<file path="src/rtl/apb_up_master_pkg.sv">
// Shared types and constants for the APB up-master.
package apb_up_master_pkg;

    typedef enum logic [1:0] {
        StIdle,
        StSetup,
        StAccess,
        StResp
    } apb_mst_state_e;

    localparam int unsigned DefaultTimeoutCycles = 255;

    // Wait-counter width: enough bits for the timeout value, kept within 8..16 bits.
    function automatic int unsigned wait_cnt_width(input int unsigned timeout_cycles);
        int unsigned w;
        w = $clog2(timeout_cycles + 1);
        if (w < 8) begin
            w = 8;
        end else if (w > 16) begin
            w = 16;
        end
        return w;
    endfunction

endpackage

</file>
<file path="src/rtl/apb_up_master.sv">
// APB3 initiator: one valid/ready request in, one APB transfer out, one response back.
module apb_up_master
    import apb_up_master_pkg::*;
#(
    parameter int unsigned APB_ADDR_WIDTH = 12,
    parameter int unsigned APB_DATA_WIDTH = 32,
    parameter int unsigned TIMEOUT_CYCLES = DefaultTimeoutCycles
) (
    input  logic                      clk_i,
    input  logic                      rst_i,
    input  logic                      req_valid_i,
    output logic                      req_ready_o,
    input  logic                      req_write_i,
    input  logic [APB_ADDR_WIDTH-1:0] req_addr_i,
    input  logic [APB_DATA_WIDTH-1:0] req_wdata_i,
    output logic                      rsp_valid_o,
    input  logic                      rsp_ready_i,
    output logic [APB_DATA_WIDTH-1:0] rsp_rdata_o,
    output logic                      rsp_err_o,
    output logic                      rsp_timeout_o,
    output logic [APB_ADDR_WIDTH-1:0] PADDR,
    output logic [APB_DATA_WIDTH-1:0] PWDATA,
    output logic                      PWRITE,
    output logic                      PSEL,
    output logic                      PENABLE,
    input  logic [APB_DATA_WIDTH-1:0] PRDATA,
    input  logic                      PREADY,
    input  logic                      PSLVERR
);

    localparam int unsigned CntW      = wait_cnt_width(TIMEOUT_CYCLES);
    localparam bit          TimeoutEn = (TIMEOUT_CYCLES != 0);
    // Abort once the counter has seen TIMEOUT_CYCLES-1 earlier wait cycles, i.e. on the
    // TIMEOUT_CYCLES-th ACCESS cycle without PREADY.
    localparam logic [CntW-1:0] WaitLast =
        TimeoutEn ? CntW'(TIMEOUT_CYCLES - 1) : '0;

    apb_mst_state_e            state_q;
    logic [CntW-1:0]           wait_q;
    logic [APB_ADDR_WIDTH-1:0] paddr_q;
    logic [APB_DATA_WIDTH-1:0] pwdata_q;
    logic                      pwrite_q;
    logic [APB_DATA_WIDTH-1:0] rdata_q;
    logic                      err_q;
    logic                      tmo_q;

    // Transfer FSM with registered request fields, wait counter and response fields.
    always_ff @(posedge clk_i or posedge rst_i) begin
        if (rst_i) begin
            state_q  <= StIdle;
            wait_q   <= '0;
            paddr_q  <= '0;
            pwdata_q <= '0;
            pwrite_q <= 1'b0;
            rdata_q  <= '0;
            err_q    <= 1'b0;
            tmo_q    <= 1'b0;
        end else begin
            unique case (state_q)
                StIdle: begin
                    if (req_valid_i) begin
                        paddr_q  <= req_addr_i;
                        pwdata_q <= req_wdata_i;
                        pwrite_q <= req_write_i;
                        wait_q   <= '0;
                        state_q  <= StSetup;
                    end
                end
                StSetup: begin
                    state_q <= StAccess;
                end
                StAccess: begin
                    // PREADY takes priority over a coincident timeout.
                    if (PREADY) begin
                        rdata_q <= pwrite_q ? '0 : PRDATA;
                        err_q   <= PSLVERR;
                        tmo_q   <= 1'b0;
                        state_q <= StResp;
                    end else if (TimeoutEn && (wait_q == WaitLast)) begin
                        rdata_q <= '0;
                        err_q   <= 1'b1;
                        tmo_q   <= 1'b1;
                        state_q <= StResp;
                    end else begin
                        wait_q <= wait_q + 1'b1;
                    end
                end
                StResp: begin
                    if (rsp_ready_i) begin
                        state_q <= StIdle;
                    end
                end
                default: state_q <= StIdle;
            endcase
        end
    end

    // Handshake and APB phase strobes decode from state only.
    always_comb begin
        req_ready_o = (state_q == StIdle);
        rsp_valid_o = (state_q == StResp);
        PSEL        = (state_q == StSetup) || (state_q == StAccess);
        PENABLE     = (state_q == StAccess);
    end

    assign PADDR         = paddr_q;
    assign PWDATA        = pwdata_q;
    assign PWRITE        = pwrite_q;
    assign rsp_rdata_o   = rdata_q;
    assign rsp_err_o     = err_q;
    assign rsp_timeout_o = tmo_q;

endmodule
</file>
<file path="config.mk">
export PLATFORM = sky130hd
export DESIGN_NAME = apb_up_master
export DESIGN_NICKNAME = d
export VERILOG_FILES = /design/src/rtl/apb_up_master_pkg.sv /design/src/rtl/apb_up_master.sv
export SDC_FILE = /design/constraint.sdc
export NUM_CORES = 1
export LEC_CHECK = 0
export CAP_MARGIN = 20
export CORE_MARGIN = 10
export CORE_UTILIZATION = 60
export DETAILED_ROUTE_END_ITERATION = 12
export DONT_BUFFER_PORTS = 1
export GPL_ROUTABILITY_DRIVEN = 0
export PLACE_DENSITY = 0.76
export SYNTH_ARGS = -nofsm -noshare
export SYNTH_HDL_FRONTEND = slang
export SYNTH_SLANG_ARGS = --single-unit
export TNS_END_PERCENT = 30
</file>
<file path="constraint.sdc">
create_clock -name clk_i -period 4.4 [get_ports clk_i]
set_input_delay 0.66 -clock clk_i [delete_from_list [all_inputs] [get_ports clk_i]]
set_output_delay 0.66 -clock clk_i [all_outputs]
set_load 0.1 [all_outputs]
</file>
==> results.sh <==
export IMPL_async_reset_ff_frac=1.00
export IMPL_ys_seq_elements=89
export IMPL_setup_viol=0
export IMPL_fin_setup_tns_ns=0
export IMPL_placement_io_buffers=0
export IMPL_wl_per_cell_um=23.8
export IMPL_ant_nets=0
export IMPL_post_cts_buffers=0
export IMPL_worstMarginPinSlew_ns=1.02
export IMPL_synth_edf_count=0
export IMPL_clk_latency_ns=0.34
export IMPL_arrival_ns=1.69
export IMPL_grt_pass1_vias=2491
export IMPL_yosys_area_top_type="dfrtp_1"
export IMPL_grt_pass1_wl_um=13900
export IMPL_hold_slack_ns=0.377
export IMPL_cp_start_kind="register"
export IMPL_maxCapViolations=0
export IMPL_grt_overflow_total=0
export IMPL_worstPathRequired_ns=3.74
export IMPL_syn_nets=387
export IMPL_grt_max_degree=58
export IMPL_cts_sinks=89
export IMPL_cts_clk_slew_worst_paths_ns=0.09
export IMPL_grt_setup_unrepaired="false"
export IMPL_dr_wl_met2_um=4480
export IMPL_grt_usage=0.177
export IMPL_crit_fanout=3
export IMPL_antenna_cells=0
export IMPL_wl_met3_um=1360
export IMPL_fin_crit_sh=0.534
export IMPL_dp_cells=361
export IMPL_nets=387
export IMPL_synth_cell_type_count=41
export IMPL_vias=2384
export IMPL_cp_end_kind="output port"
export IMPL_avgViaCountPerCell=6.29
export IMPL_ys_warn_count=0
export IMPL_antenna_found_initial=1
export IMPL_maxSlewHeadroom=0.320
export IMPL_hold_buffers=0
export IMPL_die_h_um=99.1
export IMPL_io_pins=166
export IMPL_hold_viol=0
export IMPL_drt_iter0_markers=83
export IMPL_synth_top_area_frac=0.594
export IMPL_stdcell_count=379
export IMPL_status="finished, final reports clean"
export IMPL_dieArea_um2=9810
export IMPL_dpl_hpwl_um=6810
export IMPL_synth_area_um2=3750
export IMPL_rrSetupSlack_ns=2.06
export IMPL_synth_area_per_cell_um2=12.5
export IMPL_ctsResizeCount=0
export IMPL_synthCells=299
export IMPL_yosysMostFrequentCell="dfrtp_1"
export IMPL_finalMaxSlewViolations=0
export IMPL_yosys_top_cells_count="dfrtp_1, mux2_2, o21ai_0"
export IMPL_root_buffer="clkbuf_8"
export IMPL_fin_skew_ns=0.0110
export IMPL_syn2layout_area_growth_pct=7.44
export IMPL_synth_area_leaders="dfrtp_1, mux2_2, o21ai_0"
export IMPL_cts_buffer_depth=2
export IMPL_h_tree_depth=3
export IMPL_r2r_start="wait_q[0]"
export IMPL_reg2reg_to="state_q[1]"
export IMPL_path_class="register to output port"
export IMPL_cts_tree="yes"
export IMPL_fp_row_count=28
export IMPL_drc=0
export IMPL_start_util=0.626
export IMPL_fmax_mhz=426
export IMPL_seq_area_frac_synth=0.594
export IMPL_drt_pass1_iter_count=5
export IMPL_wl_met1_um=3120
export IMPL_reg2reg_depth=6
export IMPL_wl_um=9020
export IMPL_holdCritPathClass="input port to async pin"
export IMPL_cts_buffers=9
export IMPL_fin_crit_ns=2.35
export IMPL_synthFlopType="dfrtp_1"
export IMPL_die_x_um=99.1
export IMPL_core_um2=5990
export IMPL_drive_above_1_share=0.243
export IMPL_top_layer="met5"
## worst max-delay path by stage
| stage | from | endpoint | cells past startpoint |
|---|---|---|---|
| floorplan | rst_i | PADDR[0] | 1 |
| global placement | state_q[0] | state_q[1] | 6 |
| detailed placement | state_q[0] | state_q[1] | 6 |
| CTS | state_q[0] | req_ready_o | 2 |
| global route | wait_q[0] | rsp_rdata_o[25] | 7 |
| finish | state_q[0] | PSEL | 2 |
## stage by stage
stage | setup WS, ns | utilization | area (um^2)
after global routing | 1.92 | 0.673 | 4030
after global placement | 2.08 | 0.631 | 3780
after floorplan | 1.43 | - | 3750
after CTS | 1.95 | 0.668 | 4000
final | 2.05 | 0.673 | 4030
after detailed placement | 1.98 | 0.631 | 3780
## metal layers
layer	up-vias	track usage
li1	1075	-
met1	1173	0.190
met2	128	0.281
met3	6	0.113
met4	2	0.0540
met5	-	0
## flip-flops by register name (all words and copies together) (netlist names)
| register | count |
|---|---|
| PADDR | 12 |
| PWDATA | 32 |
| PWRITE | 1 |
| rsp_err_o | 1 |
| rsp_rdata_o | 32 |
| rsp_timeout_o | 1 |
| state_q | 2 |
| wait_q | 8 |
## critical path, cell delays in order (launching register included)
cell and delay [ns]:
dfrtp_1 0.39, inv_1 0.08, ha_1 0.88
## cell families (layout without fill, tap and decap cells)
kind of cell / count (synthesis) / count (layout) / share of synthesized area
buf+inv: 25 / 30 / 0.0357
flops: 89 / 89 / 0.594
simple gates: 62 / 62 / 0.0874
fa+ha+maj: 5 / 5 / 0.0167
compound gates: 70 / 70 / 0.123
mux: 48 / 48 / 0.143
## cells in the final DEF (no fill, tap or decap), types with 2 or more instances in the layout
master	n
a21oi_1	3
a22o_1	16
and3_1	2
buf_4	5
bufinv_16	2
clkbuf_1	2
clkbuf_8	9
clkinv_2	2
dfrtp_1	89
ha_1	4
inv_1	6
inv_6	2
mux2_2	45
mux2i_1	2
nand2_1	22
nand2b_1	4
nand3_1	7
nand4_1	4
nor2_1	6
nor2b_1	2
nor4_1	3
o211ai_1	3
o21ai_0	36
o21ai_1	2
o311ai_0	2
or3_1	3
## area by class of cell
| cell class | count | area, um^2 |
|---|---|---|
| Tap cell | 75 | 93.8 |
| Multi-Input combinational cell | 185 | 1400 |
| Sequential cell | 89 | 2230 |
| Clock inverter | 6 | 90.1 |
| Timing Repair Buffer | 7 | 68.8 |
| Fill cell | 445 | 1960 |
| Inverter | 7 | 27.5 |
| Clock buffer | 10 | 128 |
Power is not shown: default switching activity piles up to over one toggle a cycle in this logic, so the estimate is an artifact.
